--- config.mk ---
export PLATFORM = sky130hd
export DESIGN_NAME = desplazador_secuencial
export DESIGN_NICKNAME = d
export VERILOG_FILES = /design/src/rtl/desplazador_secuencial.sv
export SDC_FILE = /design/constraint.sdc
export NUM_CORES = 1
export LEC_CHECK = 0
export ABC_AREA = 1
export BUFFER_PORTS_ARGS = -buffer_cell sky130_fd_sc_hd__clkbuf_2
export CORE_ASPECT_RATIO = 1.4
export CORE_MARGIN = 3
export CORE_UTILIZATION = 49
export DETAILED_ROUTE_END_ITERATION = 6
export PLACE_DENSITY_LB_ADDON = 0.15
export SYNTH_ARGS = -nofsm -noshare
export SYNTH_HDL_FRONTEND = slang
export SYNTH_SLANG_ARGS = --single-unit
--- constraint.sdc ---
create_clock -name clk -period 4.5 [get_ports clk]
set_clock_uncertainty 0.15 [all_clocks]
set_input_delay 0.9 -clock clk [delete_from_list [all_inputs] [get_ports clk]]
set_output_delay 0.9 -clock clk [all_outputs]
set_load 0.005 [all_outputs]
--- src/rtl/desplazador_secuencial.sv ---
// rtl/desplazador_secuencial.sv - multi-cycle shift/rotate unit, one bit position per clock
// Handles SLL/SRL/SRA/ROR with a start/done handshake; busy tells control to stall.
module desplazador_secuencial #(
  parameter int WIDTH = 32,
  parameter int SHW   = 5
) (
  input  logic             clk,
  input  logic             reset,
  input  logic             start,
  input  logic [WIDTH-1:0] data_in,
  input  logic [SHW-1:0]   shamt,
  input  logic [1:0]       op,
  output logic             busy,
  output logic             done,
  output logic [WIDTH-1:0] result
);

  localparam logic [1:0] IDLE  = 2'd0;
  localparam logic [1:0] SHIFT = 2'd1;
  localparam logic [1:0] DONE  = 2'd2;

  localparam logic [1:0] OP_SLL = 2'b00;
  localparam logic [1:0] OP_SRL = 2'b01;
  localparam logic [1:0] OP_SRA = 2'b10;
  localparam logic [1:0] OP_ROR = 2'b11;

  logic [1:0]       state;
  logic [WIDTH-1:0] shreg;
  logic [WIDTH-1:0] shreg_next;
  logic [SHW-1:0]   cnt;
  logic [1:0]       op_q;

  assign busy = (state != IDLE);

  // Single-position step of the captured operation
  always_comb begin
    shreg_next = shreg;
    case (op_q)
      OP_SLL:  shreg_next = {shreg[WIDTH-2:0], 1'b0};
      OP_SRL:  shreg_next = {1'b0, shreg[WIDTH-1:1]};
      OP_SRA:  shreg_next = {shreg[WIDTH-1], shreg[WIDTH-1:1]};
      OP_ROR:  shreg_next = {shreg[0], shreg[WIDTH-1:1]};
      default: shreg_next = shreg;
    endcase
  end

  always_ff @(posedge clk or posedge reset) begin
    if (reset) begin
      state  <= IDLE;
      shreg  <= '0;
      cnt    <= '0;
      op_q   <= OP_SLL;
      done   <= 1'b0;
      result <= '0;
    end else begin
      case (state)
        IDLE: begin
          done <= 1'b0;
          if (start) begin
            shreg <= data_in;
            cnt   <= shamt;
            op_q  <= op;
            if (shamt != '0) begin
              state <= SHIFT;
            end else begin
              // Zero shift goes straight to DONE with the operand as result
              state  <= DONE;
              done   <= 1'b1;
              result <= data_in;
            end
          end
        end
        SHIFT: begin
          shreg <= shreg_next;
          cnt   <= cnt - SHW'(1);
          if (cnt == SHW'(1)) begin
            state  <= DONE;
            done   <= 1'b1;
            result <= shreg_next;
          end
        end
        DONE: begin
          state <= IDLE;
          done  <= 1'b0;
        end
        default: begin
          state <= IDLE;
          done  <= 1'b0;
        end
      endcase
    end
  end

endmodule

==> metrics, run 1 <==
fillers 738; final net count 629; f_max 335.4 MHz; Yosys top cell area share 49.17%; Synthesized Nets 566; Sw Share 45.10%; Final period util 66.26%; net switching power 1.540 mW; 1st-iter DRT viols 181; Tot GR Track Use a little over a fifth; met1 usage 26.92%; storage element area between 0.0015 and 0.002 mm2; CTS H-tree lvls 3; Root Buffer clkbuf_8; critical path capture point type register; top post-synthesis cells by area dfrtp_1 (49%), nand2_1 (27%), nand3_1 (5.6%), o21ai_0 (5.3%), inv_1 (4.7%); P per Cell Area 783.6 mW/mm2; routed vias/inst 4.983; CTS Hold Buffers Added 0; Worst Tran Pin Value between 900 and 1000 ps; Flop pwr share approximately 34%; Area Overhead vs Synth 15.68%; Setup Total Neg Slack 0 ps; Primary FF master, synth dfrtp_1; GPL Wtd Cong 0.8281; Remaining DRCs 0; initial antenna violation count 0; type of origin of the critical path register; ANT cells 0; dominant cell type by area after synthesis dfrtp_1; final instance area ~0.0044 mm2; Lkg Pwr 2.519 nW; setup slack at placement 1481 ps; I/O pins 76; Seq/Total Area, Yosys 49.17%; Post-synth EDFFs 0; Gate Count Post-Synth ~520; Crit Path Max Fanout 72; starting density of the core approximately 51%; async set-or-reset flop fraction in the synthesized netlist 100.0%; die width about 80 um; mapped cell area between 0.003 and 0.004 mm2; GRT overflow 0; M3 GR Usage 2.787%; Num CTS Buffers 9; critical path required time 4590 ps; die height 109.7 um; post-CTS sizing 0; gr busiest metal met2; detailed-route via count around 3400; Hold Path Class reg2reg; Mean Syn Cell Area between 7 and 8 um2; minimum clock period 2982 ps; DP HPWL ~5700 um; WS Path Type reg2reg; Synth Register Bits 74; Worst-path clk slew around 80 ps; Die Area 0.008789 mm2; Post-CTS Setup Bufs 0; Fin. Hold Viols 0; CTS Sinks 74; Setup WS post-layout about 1500 ps; Slew Viols, Final 0; global-route wire length before repair 14640 um; total iterations of the first detailed-routing run 4; status finished, final reports clean; WL final 8755 um; most numerous cell in the Yosys netlist nand2_1; Clk pwr share 16.7%; maximum clock insertion buffer count 2; final setup violation count 0; RSZ-0062 raised after global routing no; placed inst area between 0.004 and 0.005 mm2; Skew-Pair Late Insertion Delay between 300 and 400 ps; IO buf count 75; post-synth cell types 21; largest net degree at the start of global routing 73; max-cap violations 0; Post-synth top cells nand2_1 (271), dfrtp_1 (74), inv_1 (47), nand3_1 (42), o21ai_0 (40); met2 Track Usage GR a little over a third; routed wire length per instance around 13 um; Routed Antenna Nets 0; area occupied by multi-input gates 0.001577 mm2; share of post-route cells with drive strength above 1 between 10% and 20%; peak supply drop 0.5484 mV; core area 0.007407 mm2; YS warnings 0; TritonCTS clock tree built; Pint 1.874 mW; Gate power share between 40% and 50%; vias in the first global route 3326; crit path DAT 3070 ps; Finished Core Util 58.82%; Rows 37; Slew headroom 38.74%
metrics by stage:
step / hold slack, ps / total power, mW / instances
global placement: 312.3 / 2.793 / 671
detailed placement: 314.3 / 2.855 / 671
finish: 330.7 / 3.414 / 687
floorplan: 319.9 / 2.436 / 522
CTS: 333.5 / 3.441 / 687
global route: 348.3 / 3.791 / 687
power groups by stage:
stage | sequential, mW | combinational [mW] | clock (mW)
after floorplan | 1.14 | 1.30 | 0
after global placement | 1.14 | 1.65 | 0
after detailed placement | 1.15 | 1.70 | 0
after CTS | 1.14 | 1.72 | 0.582
after global routing | 1.18 | 2.01 | 0.606
final | 1.14 | 1.70 | 0.569
path summary, 6_finish.rpt:
| check | start | endpoint | slack [ps] | cells past startpoint |
|---|---|---|---|---|
| hold reg to reg | result[0] | result[0] | 330 | 2 |
| setup reg to reg | state[1] | result[1] | 1520 | 6 |
| setup / recovery | state[1] | result[1] | 1520 | 6 |
| max in group asynchronous | reset | cnt[4] | 2940 | 3 |
| hold / removal | result[0] | result[0] | 330 | 2 |
| min in group asynchronous | reset | shreg[18] | 420 | 2 |
state kept, by name, indices dropped and copies added, names as in the netlist:
| register | count |
|---|---|
| done | 1 |
| cnt | 5 |
| op_q | 2 |
| shreg | 32 |
| result | 32 |
| state | 2 |
per-layer routing:
layer | up-vias | part of all wire [%]
met4 | 0 | 2.3
li1 | 1722 | -
met3 | 17 | 4.8
met2 | 104 | 47
met1 | 1580 | 45
met5 | - | 0
cells by family (layout without fill, tap and decap cells):
group / Yosys count / in the layout / synth area share (%)
adder cells (fa/ha/maj): 2 / 2 / 0.6643
buffers and inverters: 76 / 144 / 9.037
multiplexers: 1 / 1 / 0.2990
flip-flops: 74 / 74 / 49.17
AO/OA/AOI/OAI: 42 / 42 / 5.648
AND/OR/NAND/NOR: 327 / 327 / 35.18
cells in the final DEF, fill, tap and decap left out, types with 3 or more instances in the layout:
cell and n:
nand2_1 271, clkbuf_2 75, dfrtp_1 74, inv_1 46
nand3_1 42, o21ai_0 40, clkbuf_8 9, nor2_1 5
buf_4 4, inv_2 3, nand2_2 3
critical path: stages, from the launching register on:
cell and delay, ps:
dfrtp_1 380, inv_2 90, nand2_2 450, nand2_4 730, nand3_2 740, nand2_1 220, nand2_1 80
final cells by class:
cell class	count	area share (%)
sequential	74	42.50
multi-input combinational	372	36.19
timing repair buffer	79	9.305
inverter	49	4.222
clock buffer	9	2.843
tap	97	2.786
clock inverter	7	2.154
Note: power is estimated with default switching activity, not from simulation.
==> inputs of run 2 (changes only) <==
==> constraint.sdc (replaced) <==
create_clock -name clk -period 2.6 [get_ports clk]
set_clock_uncertainty 0.15 [all_clocks]
set_input_delay 0.52 -clock clk [delete_from_list [all_inputs] [get_ports clk]]
set_output_delay 0.52 -clock clk [all_outputs]
set_load 0.005 [all_outputs]
==> run 2 against run 1 <==
Flip-flop and latch count is the same. Non-clock buffer count is 6 higher. Highest routed layer unchanged. Critical endpoint is now result[0]. Largest cell class unchanged. Die area unchanged. Clock power increased by 60%.
==> metrics, run 2 (synthesis results as in run 1) <==
DP HPWL 5936 um (+3.9%); CTS Hold Buffers Added 0 (unchanged); Area Overhead vs Synth 16.68%; Slew headroom 65.45% (+27 points); global-route wire length before repair 14340 um (-2.1%); die height 109.7 um (unchanged); Finished Layout Cells 693 (+0.87%); starting density of the core 50.84% (unchanged); final net count 635 (+0.95%); largest net degree at the start of global routing 43 (-41%); Routed Antenna Nets 0 (unchanged); GPL Wtd Cong 0.8131 (-1.8%); routed vias/inst 4.847 (-2.7%); Reg2Reg Launch Point state[1]; Worst-path clk slew 70 ps (about the same); Slew Viols, Final 0 (unchanged); crit path DAT 2180 ps (-890 ps); Post-CTS Setup Bufs 0 (unchanged); Tot GR Track Use 20.94% (-0.40 points); final instance area 0.004394 mm2 (+0.86%); placed inst area 0.004197 mm2 (+1.4%); peak supply drop 0.7055 mV (+29%); Lkg Pwr 2.547 nW (+1.1%); total iterations of the first detailed-routing run 4 (unchanged); Skew-Pair Late Insertion Delay 350 ps (about the same); I/O pins 76 (unchanged); status finished, final reports clean; max-cap violations 0 (unchanged); Setup WS post-layout 519.5 ps (-999.0 ps); Root Buffer clkbuf_8; most frequent cells in the layout nand2_1 (271), clkbuf_2 (75), dfrtp_1 (74); die width 80.10 um (unchanged); P per Cell Area 1333 mW/mm2 (+70%); ANT cells 0 (unchanged); Final period util 80.02% (+14 points); critical path capture point type register; Num CTS Buffers 9 (unchanged); TritonCTS clock tree built; f_max 480.6 MHz (+43%); vias in the first global route 3274 (-1.6%); biggest regs result x32, shreg x32, cnt x5; core area 0.007407 mm2 (unchanged); critical path required time 2700 ps (-1890 ps); type of origin of the critical path register; minimum clock period 2081 ps (-901.0 ps); Remaining DRCs 0 (unchanged); IO buf count 75 (unchanged); Rows 37 (unchanged); Fin. Hold Viols 0 (unchanged); RSZ-0062 raised after global routing no; routed wire length per instance 12.40 um (-2.7%); Worst Tran Pin Value 517.5 ps (-400.3 ps); worst r2r path cells 7 (+1); GRT overflow 0 (unchanged); share of post-route cells with drive strength above 1 18.46% (+0.32 points); Hold Path Class in2async; placed cell count 677 (+0.89%); setup slack at placement 472.8 ps (-1008 ps); RR Endpoint result[0]; final setup violation count 0 (unchanged); 1st-iter DRT viols 175 (-3.3%); Die Area 0.008789 mm2 (unchanged); Crit Path Max Fanout 31 (-57%); Setup Total Neg Slack 0 ps (unchanged); initial antenna violation count 0 (unchanged); CTS H-tree lvls 3 (unchanged); post-CTS sizing 0 (unchanged); detailed-route via count 3359 (-1.9%); CTS Sinks 74 (unchanged); maximum clock insertion buffer count 2 (unchanged); commonest non-fill, non-tap cell in the layout nand2_1; WL final 8592 um (-1.9%); WS Path Type reg2reg; r2r setup slk 520 ps (-1000 ps)
run 2: worst max-delay path, stage by stage (launching register included):
cell and delay [ps]:
dfrtp_1 380, inv_2 90, nand2_2 220, nand2_4 330
nand3_2 330, buf_4 320, nand2_1 90, nand2_1 50
run 2: worst max-delay path by stage:
stage,end,slack (ps),depth (start not counted),start
after detailed placement,result[13],470,7,start
after CTS,result[13],470,7,state[1]
after global placement,result[31],540,7,start
after global routing,result[28],320,7,state[1]
after floorplan,cnt[0],50,1,reset
final,result[0],520,7,state[1]
run 2: routing by layer:
metal	share of wire (%)	track usage (%)
met5	0	0
met4	1.9	9.662
met3	3.9	4.098
met2	47	35.13
met1	47	25.86
run 2: power breakdown:
group | internal (mW) | switching, mW | total (mW)
combinational | 1.03 | 1.94 | 2.97
clock | 0.496 | 0.417 | 0.913
sequential | 1.72 | 0.250 | 1.97
run 2: per-stage QoR:
| step | hold WS [ps] | power [mW] | util, % |
|---|---|---|---|
| detailed placement | 314.9 | 4.983 | 56.66 |
| CTS | 32.32 | 5.925 | 59.32 |
| floorplan | 319.9 | 4.217 | - |
| finish | 30.84 | 5.857 | 59.32 |
| global placement | 312.4 | 4.918 | 56.66 |
| global route | 65.45 | 6.507 | 59.32 |
run 2: layout make-up:
| type | count | area, um2 |
|---|---|---|
| timing repair buffer | 85 | 462.9 |
| inverter | 49 | 183.9 |
| clock buffer | 14 | 162.7 |
| multi-input combinational | 372 | 1577 |
| fill | 737 | 3013 |
| clock inverter | 2 | 35.03 |
| sequential | 74 | 1852 |
| tap | 97 | 121.4 |
==> inputs of run 3 (changes only) <==
==> constraint.sdc (replaced) <==
create_clock -name clk -period 2 [get_ports clk]
set_clock_uncertainty 0.15 [all_clocks]
set_input_delay 0.4 -clock clk [delete_from_list [all_inputs] [get_ports clk]]
set_output_delay 0.4 -clock clk [all_outputs]
set_load 0.005 [all_outputs]
==> run 3 against run 2 <==
The flow now finishes with violations (hold timing). Wire length down 4.8%. Global-route usage down 0.65 points. Register-to-register slack worse by 320 ps. Power up 31%. Design area up 0.83%. Clock power up 30%. Cell count up 0.29%. Fmax up 16%. Largest cell class unchanged. Largest power group unchanged.
==> metrics, run 3 (synthesis results as in run 1) <==
GPL Wtd Cong 0.7982 (-1.8%); max-cap violations 0 (unchanged); RR Endpoint shreg[0]; final instance area 0.004431 mm2 (+0.83%); starting density of the core 50.84% (unchanged); global-route wire length before repair 13930 um (-2.8%); Slew Viols, Final 0 (unchanged); Fin. Hold Viols 9 (+9); Final period util 89.85% (+9.8 points); routed wire length per instance 11.76 um (-5.1%); commonest non-fill, non-tap cell in the layout nand2_1; RSZ-0062 raised after global routing no; I/O pins 76 (unchanged); Remaining DRCs 0 (unchanged); Die Area 0.008789 mm2 (unchanged); maximum clock insertion buffer count 2 (unchanged); biggest regs result x32, shreg x32, cnt x5; Crit Path Max Fanout 31 (unchanged); critical path required time 2080 ps (-620 ps); status finished, violations left; Num CTS Buffers 9 (unchanged); 1st-iter DRT viols 252 (+44%); die height 109.7 um (unchanged); DP HPWL 5569 um (-6.2%); Post-CTS Setup Bufs 0 (unchanged); P per Cell Area 1728 mW/mm2 (+30%); initial antenna violation count 0 (unchanged); ANT cells 0 (unchanged); IO buf count 75 (unchanged); minimum clock period 1797 ps (-283.6 ps); r2r setup slk 200 ps (-320 ps); CTS H-tree lvls 3 (unchanged); Routed Antenna Nets 0 (unchanged); most frequent cells in the layout nand2_1 (271), clkbuf_2 (75), dfrtp_1 (74); share of post-route cells with drive strength above 1 19.23% (+0.77 points); Area Overhead vs Synth 17.64%; crit path DAT 1870 ps (-310 ps); CTS Sinks 74 (unchanged); Tot GR Track Use 20.29% (-0.65 points); WS Path Type reg2reg; largest net degree at the start of global routing 75 (+74%); peak supply drop 0.8614 mV (+22%); WL final 8176 um (-4.8%); critical path capture point type register; Worst Tran Pin Value 520.2 ps (+2.630 ps); Hold Path Class in2async; total iterations of the first detailed-routing run 4 (unchanged); Finished Layout Cells 695 (+0.29%); GRT overflow 0 (unchanged); type of origin of the critical path register; placed cell count 680 (+0.44%); f_max 556.5 MHz (+16%); detailed-route via count 3392 (+0.98%); Lkg Pwr 2.560 nW (+0.52%); Rows 37 (unchanged); core area 0.007407 mm2 (unchanged); routed vias/inst 4.881 (+0.69%); WHS -6.252 ps (-37.10 ps); die width 80.10 um (unchanged); Finished Core Util 59.81% (+0.49 points); Worst-path clk slew 70 ps (about the same); vias in the first global route 3102 (-5.3%); final setup violation count 0 (unchanged); placed inst area 0.004223 mm2 (+0.63%); TritonCTS clock tree built; Root Buffer clkbuf_8; failing checks hold timing; Slew headroom 65.25% (-0.20 points); worst r2r path cells 6 (-1); Skew-Pair Late Insertion Delay 340 ps (about the same); Reg2Reg Launch Point op_q[0]; Setup Total Neg Slack 0 ps (unchanged); final net count 638 (+0.47%)
## run 3: layout make-up
type,count,area (um2)
Tap cell,97,121.4
Fill cell,733,2977
Multi-Input combinational cell,372,1577
Sequential cell,74,1852
Clock inverter,2,35.03
Inverter,49,191.4
Clock buffer,13,168.9
Timing Repair Buffer,88,485.5
## run 3: where the power goes
part	internal [mW]	switching (mW)	total, mW	leakage, nW
sequential	2.24	0.307	2.55	0.916
combinational	1.40	2.52	3.92	1.54
clock	0.671	0.516	1.19	0.106
## run 3: through the flow
stage	total power, mW	setup slack (ps)
detailed placement	6.517	201.5
finish	7.656	203.1
CTS	7.739	188.1
floorplan	5.482	471.7
global route	8.531	46.60
global placement	6.409	214.6
## run 3: metal layers
metal	up-vias	track usage [%]	wire, um
met3	5	4.590	540
met1	1553	27.68	3720
met5	-	0	0
met4	0	7.367	59
li1	1746	-	-
met2	88	31.69	3855
## run 3: how the worst max path moves through the flow
stage               startpoint   endpoint  cells past startpoint
floorplan               cnt[1]  result[0]                     11
global placement       op_q[1]   shreg[9]                      7
detailed placement     op_q[1]   shreg[7]                      7
CTS                    op_q[0]   shreg[9]                      7
global route           op_q[0]  shreg[29]                      7
finish                 op_q[0]   shreg[0]                      6
## run 3: worst max-delay path, stage by stage (launching register included)
cell	delay (ps)
dfrtp_1	410
nor2_2	180
clkinvlp_4	470
nand3_1	260
nand2_1	90
nand2_1	60
o21ai_0	70
## run 3: repair_timing
item                                    in CTS  in global routing
gates resized for setup                      0                  1
endpoints found under the hold margin        0                  0
hold buffers                                 0                  0
endpoints found under the setup margin       0                  2
